$ cat config.mk
export PLATFORM = sky130hd
export DESIGN_NAME = display_select_sequencer
export DESIGN_NICKNAME = d
export VERILOG_FILES = /design/src/rtl/display_select_sequencer.sv
export SDC_FILE = /design/constraint.sdc
export NUM_CORES = 1
export LEC_CHECK = 0
export ABC_CLOCK_PERIOD_IN_PS = 3600
export CAP_MARGIN = 25
export CORE_MARGIN = 2
export CORE_UTILIZATION = 30
export CTS_CLUSTER_SIZE = 20
export DETAILED_ROUTE_END_ITERATION = 8
export DONT_BUFFER_PORTS = 1
export GPL_TIMING_DRIVEN = 0
export SETUP_SLACK_MARGIN = 0.15
export SYNTH_ARGS = -nofsm -noshare
export SYNTH_HDL_FRONTEND = slang
export SYNTH_SLANG_ARGS = --single-unit
$ cat constraint.sdc
create_clock -name Clock -period 3.6 [get_ports Clock]
set_clock_uncertainty 0.2 [all_clocks]
set_input_delay 0.72 -clock Clock [delete_from_list [all_inputs] [get_ports Clock]]
set_output_delay 0.72 -clock Clock [all_outputs]
set_load 0.02 [all_outputs]
$ cat src/rtl/display_select_sequencer.sv
// Debug display select sequencer: manual/step/auto-scan select generation with
// a debounced step key and a sticky memory-error hold on ERR_SELECT.
module display_select_sequencer #(
  parameter int unsigned NUM_SELECTS     = 25,
  parameter int unsigned DWELL_CYCLES    = 50_000_000,
  parameter int unsigned DEBOUNCE_CYCLES = 500_000,
  parameter int unsigned ERR_SELECT      = 24
) (
  input  logic       Clock,
  input  logic       Resetn,
  input  logic [1:0] Mode,
  input  logic [4:0] Switch_Select,
  input  logic       Step_Button,
  input  logic       Blank_Request,
  input  logic       MEM_ERROR,
  input  logic       Error_Clear,
  output logic [4:0] Display_Select,
  output logic       Display_Enable,
  output logic       Select_Changed,
  output logic       Error_Latched
);

  localparam int unsigned SEL_W   = 5;
  localparam int unsigned DWELL_W = $clog2(DWELL_CYCLES + 1);
  localparam int unsigned DEB_W   = $clog2(DEBOUNCE_CYCLES + 1);

  typedef enum logic [1:0] {
    ST_MANUAL   = 2'd0,
    ST_STEP     = 2'd1,
    ST_SCAN     = 2'd2,
    ST_ERR_HOLD = 2'd3
  } state_e;

  state_e             state_q, state_d, mode_state_c;
  logic               sync1_q, sync2_q;
  logic               key_acc_q, key_acc_d;
  logic [DEB_W-1:0]   deb_cnt_q, deb_cnt_d;
  logic [DWELL_W-1:0] dwell_q, dwell_d;
  logic [SEL_W-1:0]   sel_q, sel_d, next_sel_c;
  logic               en_q, en_d;
  logic               chg_q, chg_d;
  logic               err_q, err_d;
  logic               press_c;

  // Key path: two-flop synchronizer and debounce; idle level is released (1)
  always_ff @(posedge Clock or negedge Resetn) begin
    if (!Resetn) begin
      sync1_q   <= 1'b1;
      sync2_q   <= 1'b1;
      key_acc_q <= 1'b1;
      deb_cnt_q <= '0;
    end else begin
      sync1_q   <= Step_Button;
      sync2_q   <= sync1_q;
      key_acc_q <= key_acc_d;
      deb_cnt_q <= deb_cnt_d;
    end
  end

  always_comb begin
    deb_cnt_d = '0;
    key_acc_d = key_acc_q;
    if (sync2_q != key_acc_q) begin
      if (deb_cnt_q == DEB_W'(DEBOUNCE_CYCLES - 1)) begin
        key_acc_d = sync2_q;
      end else begin
        deb_cnt_d = deb_cnt_q + DEB_W'(1);
      end
    end
  end

  assign press_c = key_acc_q & ~key_acc_d;

  always_comb begin
    case (Mode)
      2'b01:   mode_state_c = ST_STEP;
      2'b10:   mode_state_c = ST_SCAN;
      default: mode_state_c = ST_MANUAL;
    endcase
  end

  assign next_sel_c = (sel_q == SEL_W'(NUM_SELECTS - 1)) ? '0 : sel_q + SEL_W'(1);

  // State register
  always_ff @(posedge Clock or negedge Resetn) begin
    if (!Resetn) begin
      state_q <= ST_MANUAL;
    end else begin
      state_q <= state_d;
    end
  end

  // Next state: error entry wins over everything; hold releases only on clean clear
  always_comb begin
    state_d = state_q;
    if (state_q == ST_ERR_HOLD) begin
      if (Error_Clear && !MEM_ERROR) begin
        state_d = mode_state_c;
      end
    end else if (MEM_ERROR) begin
      state_d = ST_ERR_HOLD;
    end else begin
      state_d = mode_state_c;
    end
  end

  // Outputs and datapath; a mode change only clears dwell and keeps the select
  always_comb begin
    sel_d   = sel_q;
    dwell_d = '0;
    if (state_q != ST_ERR_HOLD && MEM_ERROR) begin
      sel_d = SEL_W'(ERR_SELECT);
    end else if (state_q != ST_ERR_HOLD && mode_state_c == state_q) begin
      case (state_q)
        ST_MANUAL: sel_d = (32'(Switch_Select) < NUM_SELECTS) ? Switch_Select : '0;
        ST_STEP:   if (press_c) sel_d = next_sel_c;
        ST_SCAN: begin
          if (dwell_q == DWELL_W'(DWELL_CYCLES - 1)) begin
            sel_d = next_sel_c;
          end else begin
            dwell_d = dwell_q + DWELL_W'(1);
          end
        end
        default: sel_d = sel_q;
      endcase
    end
    en_d  = (state_d == ST_ERR_HOLD) ? 1'b0 : Blank_Request;
    err_d = (state_d == ST_ERR_HOLD);
    chg_d = (sel_d != sel_q);
  end

  always_ff @(posedge Clock or negedge Resetn) begin
    if (!Resetn) begin
      sel_q   <= '0;
      dwell_q <= '0;
      en_q    <= 1'b0;
      chg_q   <= 1'b0;
      err_q   <= 1'b0;
    end else begin
      sel_q   <= sel_d;
      dwell_q <= dwell_d;
      en_q    <= en_d;
      chg_q   <= chg_d;
      err_q   <= err_d;
    end
  end

  assign Display_Select = sel_q;
  assign Display_Enable = en_q;
  assign Select_Changed = chg_q;
  assign Error_Latched  = err_q;

endmodule

# == After elaboration in Yosys (flattened, before gate mapping) ==
# Cells that the tools add are included.
# Widths: inputs -> output; s select.
# totals
memories,0
mem_bits_rw,0
mem_bits_ro,0
in_bits,13
reg_bits,58
out_inout_bits,8
latch_bits,0
# op_classes
n_eq_ne,13
n_addsub,3
shifts,0
order_cmp,1
bitwise,2
reduce_logical,5
n_mux,20
div,0
mul,0
# op_table
operator,n
$mux 26,4
$mux 19,2
$mux 5,6
$add 26x1->26 const B,1
$eq 26x26->1 const B,1
$add 19x1->19 const B,1
$eq 19x19->1 const B,1
$pmux 5 s3,1
$eq 2x2->1 const B,4
$mux 2,3
$add 5x1->5 const B,1
$eq 5x5->1 const B,1
$lt 5x5->1 const B,1
$ne 5x5->1,1
$eq 2x1->1 const B,2
$pmux 2 s2,1
$logic_and 1x1->1,3
$mux 1,3
$eq 2x2->1,1
$logic_not 2->1,1
$ne 2x2->1 const B,1
$and 1x1->1,1
$logic_not 1->1,1
$ne 1x1->1,1
$not 1->1,1

# == Logic depth before layout (Yosys ltp) ==
# logic_depth
depth_word,10
mapped_depth,8
depth_no_buf,8

# == Least setup slack after synthesis ==
# No wires, ideal clock.
# synth_timing
kind,input to register
startpoint,input port Mode[1]
endpoint,register dwell_q[16]
setup_time_ns,0.132
required_time_ns,3.268
slack_ns,0.924
path_stages,7
arrival_time_ns,2.344
path_cell_list,xnor2_1 -> a221oi_1 -> or2_2 -> nor2_1 -> nand2_1 -> clkbuf_1 -> nor2_1
# synth_between
elab_chain_len,6
# synth_rtl
element,line_no,source
from (decl),11,"input logic [1:0] Mode,"
$eq 2x2->1 / $eq 2x1->1 (equally long branches),75,case (Mode)
$pmux 2 s2 *,75,
$eq 2x2->1 *,113,end else if (state_q != ST_ERR_HOLD && mode_state_c == state_q) begin
$logic_and 1x1->1 *,113,
$mux 26 *,113,
$mux 26 *,111,if (state_q != ST_ERR_HOLD && MEM_ERROR) begin
named net dwell_d[16],38,"logic [DWELL_W-1:0] dwell_q, dwell_d;"
to (signal assigned),141,dwell_q <= dwell_d;
to (decl),38,
# Mark *: on every way through the listed nets, which the timed path passes. The rest lies on a longest branch.

# == Worst setup path in the final report ==
# layout_timing
startpoint,register state_q[0]
endpoint,register dwell_q[5]
# layout_between
elab_chain_len,4
# layout_rtl
element,line_no,source
from (decl),34,"state_e state_q, state_d, mode_state_c;"
from (signal assigned),89,state_q <= state_d;
"$eq 2x2->1, or another cell as far along",114,case (state_q)
$mux 26 / $logic_and 1x1->1 (equally long branches),"114, 113",
$mux 26,113,
$mux 26 *,111,
named net dwell_d[5],38,
# Marks and branches as above.

==> impl_metrics.toml <==
[timing]
worstMarginPinSlew_ns = 1.15
setup_violations = 0
setup_ws_ns = 0.595
setup_tns_ns = 0
finalCritPeriodShare = 0.835
rsz0062_at_grt = "no"
finalHoldViolCount = 0
hold_ws_ns = 0.0309
max_freq_mhz = 333
slew-limit-headroom = 0.232
finalMaxSlewViolations = 0
period_needed_ns = 3.01

[worst_setup_path]
critPathMaxFanout = 10
crit_path_start_kind = "register"
reg2regPathDepth = 7
crit_top_cell = "nor2_1"
critPathTopFamily = "compound AO/OA/AOI/OAI gates"
setup.worst_path.end_class = "register"
path_buf_inv = 1
crit_start = "state_q[0]$_DFF_PN0_"
r2r_start = "state_q[0]$_DFF_PN0_"
arrival_ns = 3.00
timing_worst_setup_path_type = "register to register"
slowest_delay_ns = 0.96
crit_required_ns = 3.60
worst_path_max_delay_cell = "a221oi_1"
crit_cells = 7
crit_path_cell_trace = "nor2b_1, a221oi_1, or2_2, nor2_1, nand2_1, clkbuf_1, nor2_1"
reg2reg_slack_ns = 0.59
endpoint = "dwell_q[5]$_DFF_PN0_"
reg2reg_to = "dwell_q[5]$_DFF_PN0_"

[pwr]
p_int_w = 0.00109
power_w = 0.00144
p_seq_frac = 0.491
powerDensity_nw_per_um2 = 416
p_leak_nw = 1.36
p_sw_frac = 0.245
power.switching_w = 0.000352
p_comb_frac = 0.079
p_clk_frac = 0.430
ir_worst_vdd_uv = 125

[clock_tree]
clk_latency_ns = 0.33
post_cts_buffers = 0
cts_tree = "built"
cts_root_buffer = "clkbuf_8"
htree_levels = 3
cts_buffers = 9
path_clk_slew_ns = 0.07
cts_resized = 0
clock-sinks = 58
clk_path_buf_depth = 2
hold_buffers = 1

[finish]
n_antenna_cell = 0
syn_to_final_growth_pct = 13.0
drive_gt1_frac = 0.0756
layout.nets = 357

[yosys]
synth_top_area_cell = "dfrtp_1"
synth_top_area_share = 0.450
synthTopCellsByArea = "dfrtp_1 45%, xor2_1 7.4%, nor2_1 7.0%"
synth_common_cells = "57 x nor2_1, 55 x dfrtp_1, 26 x xor2_1"
synth.most_common_cell = "nor2_1"
ys_warn_count = 0
syn_avg_cell_area_sq_um = 9.32
synth_edf_count = 0
synth_fp_nets = 345
ys_seq_elements = 58
syn_inst = 328
async_flop_share = 1.00
yosys.cell_types.count = 52
synthFlopType = "dfrtp_1"
synth_area_sq_um = 3060
seq_area_frac_synth = 0.476

[drt]
viasPerCell = 4.96
wire_per_inst_um = 13.2
wl_um = 6320
drc_errors = 0
drt_iter0_drc = 102
first_pass_iters = 4
vias = 2366
postRouteAntennaNets = 0

[place]
dp_slack_ns = 0.335
gp_congestion = 0.829
port_buffers = 0
hpwl_um = 4290

[flow_run]
drv_cap = 0

[floorplan]
die_h_um = 105
core_area_sq_um = 9820
dieArea_sq_um = 11000
io_pins = 21
start_util = 0.311
die_w_um = 105
rows = 36

[global_route]
grt_pass1_vias = 2219
antenna_found_initial = 0
grt.overflow.total = 0
grt_usage = 0.119
grt_pass1_wl_um = 10600
grt_max_degree = 56

[outcome]
outcome = "finished clean"

[worst_hold_path]
min_path_type = "primary input to async pin"
## power groups by stage
stage          sequential [W]  combinational, W  clock [W]
2_1_floorplan        0.000711         0.0000779          0
3_3_place_gp         0.000718         0.0000956          0
3_5_place_dp         0.000718         0.0000968          0
4_1_cts              0.000706          0.000113   0.000636
5_1_grt              0.000708          0.000128   0.000665
6_report             0.000705          0.000114   0.000619
## cells in the final DEF (no fill, tap or decap), drive strengths merged, types with 2 or more instances in the layout
master	n
nor2	57
dfrtp	55
xor2	26
nand2	23
nand3	23
clkbuf	18
inv	16
xnor2	14
nand4	10
a21oi	10
o21ai	10
and3	7
nor3	5
or3	5
nor2b	4
ha	4
and4	4
or2	4
nor4bb	3
nor4	3
and2	3
o31ai	3
dfstp	3
a22o	3
nor4b	2
nand3b	2
or4	2
a211o	2
o22ai	2
a31oi	2
buf	2
## routing by layer
layer  GRT usage  up-vias  share of wire
met5           0        -              0
met3      0.0299       10          0.030
met1       0.154     1151           0.49
met4      0.0524        0          0.018
met2       0.186       29           0.46
li1            -     1176              -
## cell type report
| cell class | count | area, sq um |
|---|---|---|
| Multi-Input combinational cell | 248 | 1520 |
| Timing Repair Buffer | 1 | 27.5 |
| Clock inverter | 2 | 35.0 |
| Inverter | 16 | 60.1 |
| Buffer | 6 | 23.8 |
| Clock buffer | 13 | 169 |
| Sequential cell | 58 | 1460 |
| Tap cell | 133 | 166 |
| Fill cell | 1045 | 6360 |
## worst min-delay path by stage
stage                      startpoint                   to  slack [ns]
floorplan           sync1_q$_DFF_PN1_    sync2_q$_DFF_PN1_        0.15
global placement    sync1_q$_DFF_PN1_    sync2_q$_DFF_PN1_        0.16
detailed placement  sync1_q$_DFF_PN1_    sync2_q$_DFF_PN1_        0.16
CTS                            Resetn    sync1_q$_DFF_PN1_        0.01
global route                   Resetn  key_acc_q$_DFF_PN1_        0.01
finish                         Resetn    sync2_q$_DFF_PN1_        0.03
## metrics by stage
stage | instances | util | instance area [sq um]
after floorplan | 328 | - | 3060
after global placement | 461 | 0.328 | 3220
after detailed placement | 461 | 0.328 | 3220
after CTS | 477 | 0.352 | 3460
after global routing | 477 | 0.352 | 3460
final | 477 | 0.352 | 3460
## flip-flops by register name (all words and copies together), names as in the netlist
register / cells
deb_cnt_q: 19
Select_Changed: 1
sync2_q: 1
sync1_q: 1
dwell_q: 26
state_q: 2
Error_Latched: 1
Display_Enable: 1
Display_Select: 5
key_acc_q: 1
## cell families (layout without fill, tap and decap cells)
group / count (synthesis) / after routing / synth area share
simple gates: 160 / 160 / 0.264
flops: 58 / 58 / 0.476
compound gates: 44 / 44 / 0.101
xor+xnor: 40 / 40 / 0.115
buf+inv: 22 / 38 / 0.0274
fa+ha+maj: 4 / 4 / 0.0164
Note: power is estimated with default switching activity, not from simulation.
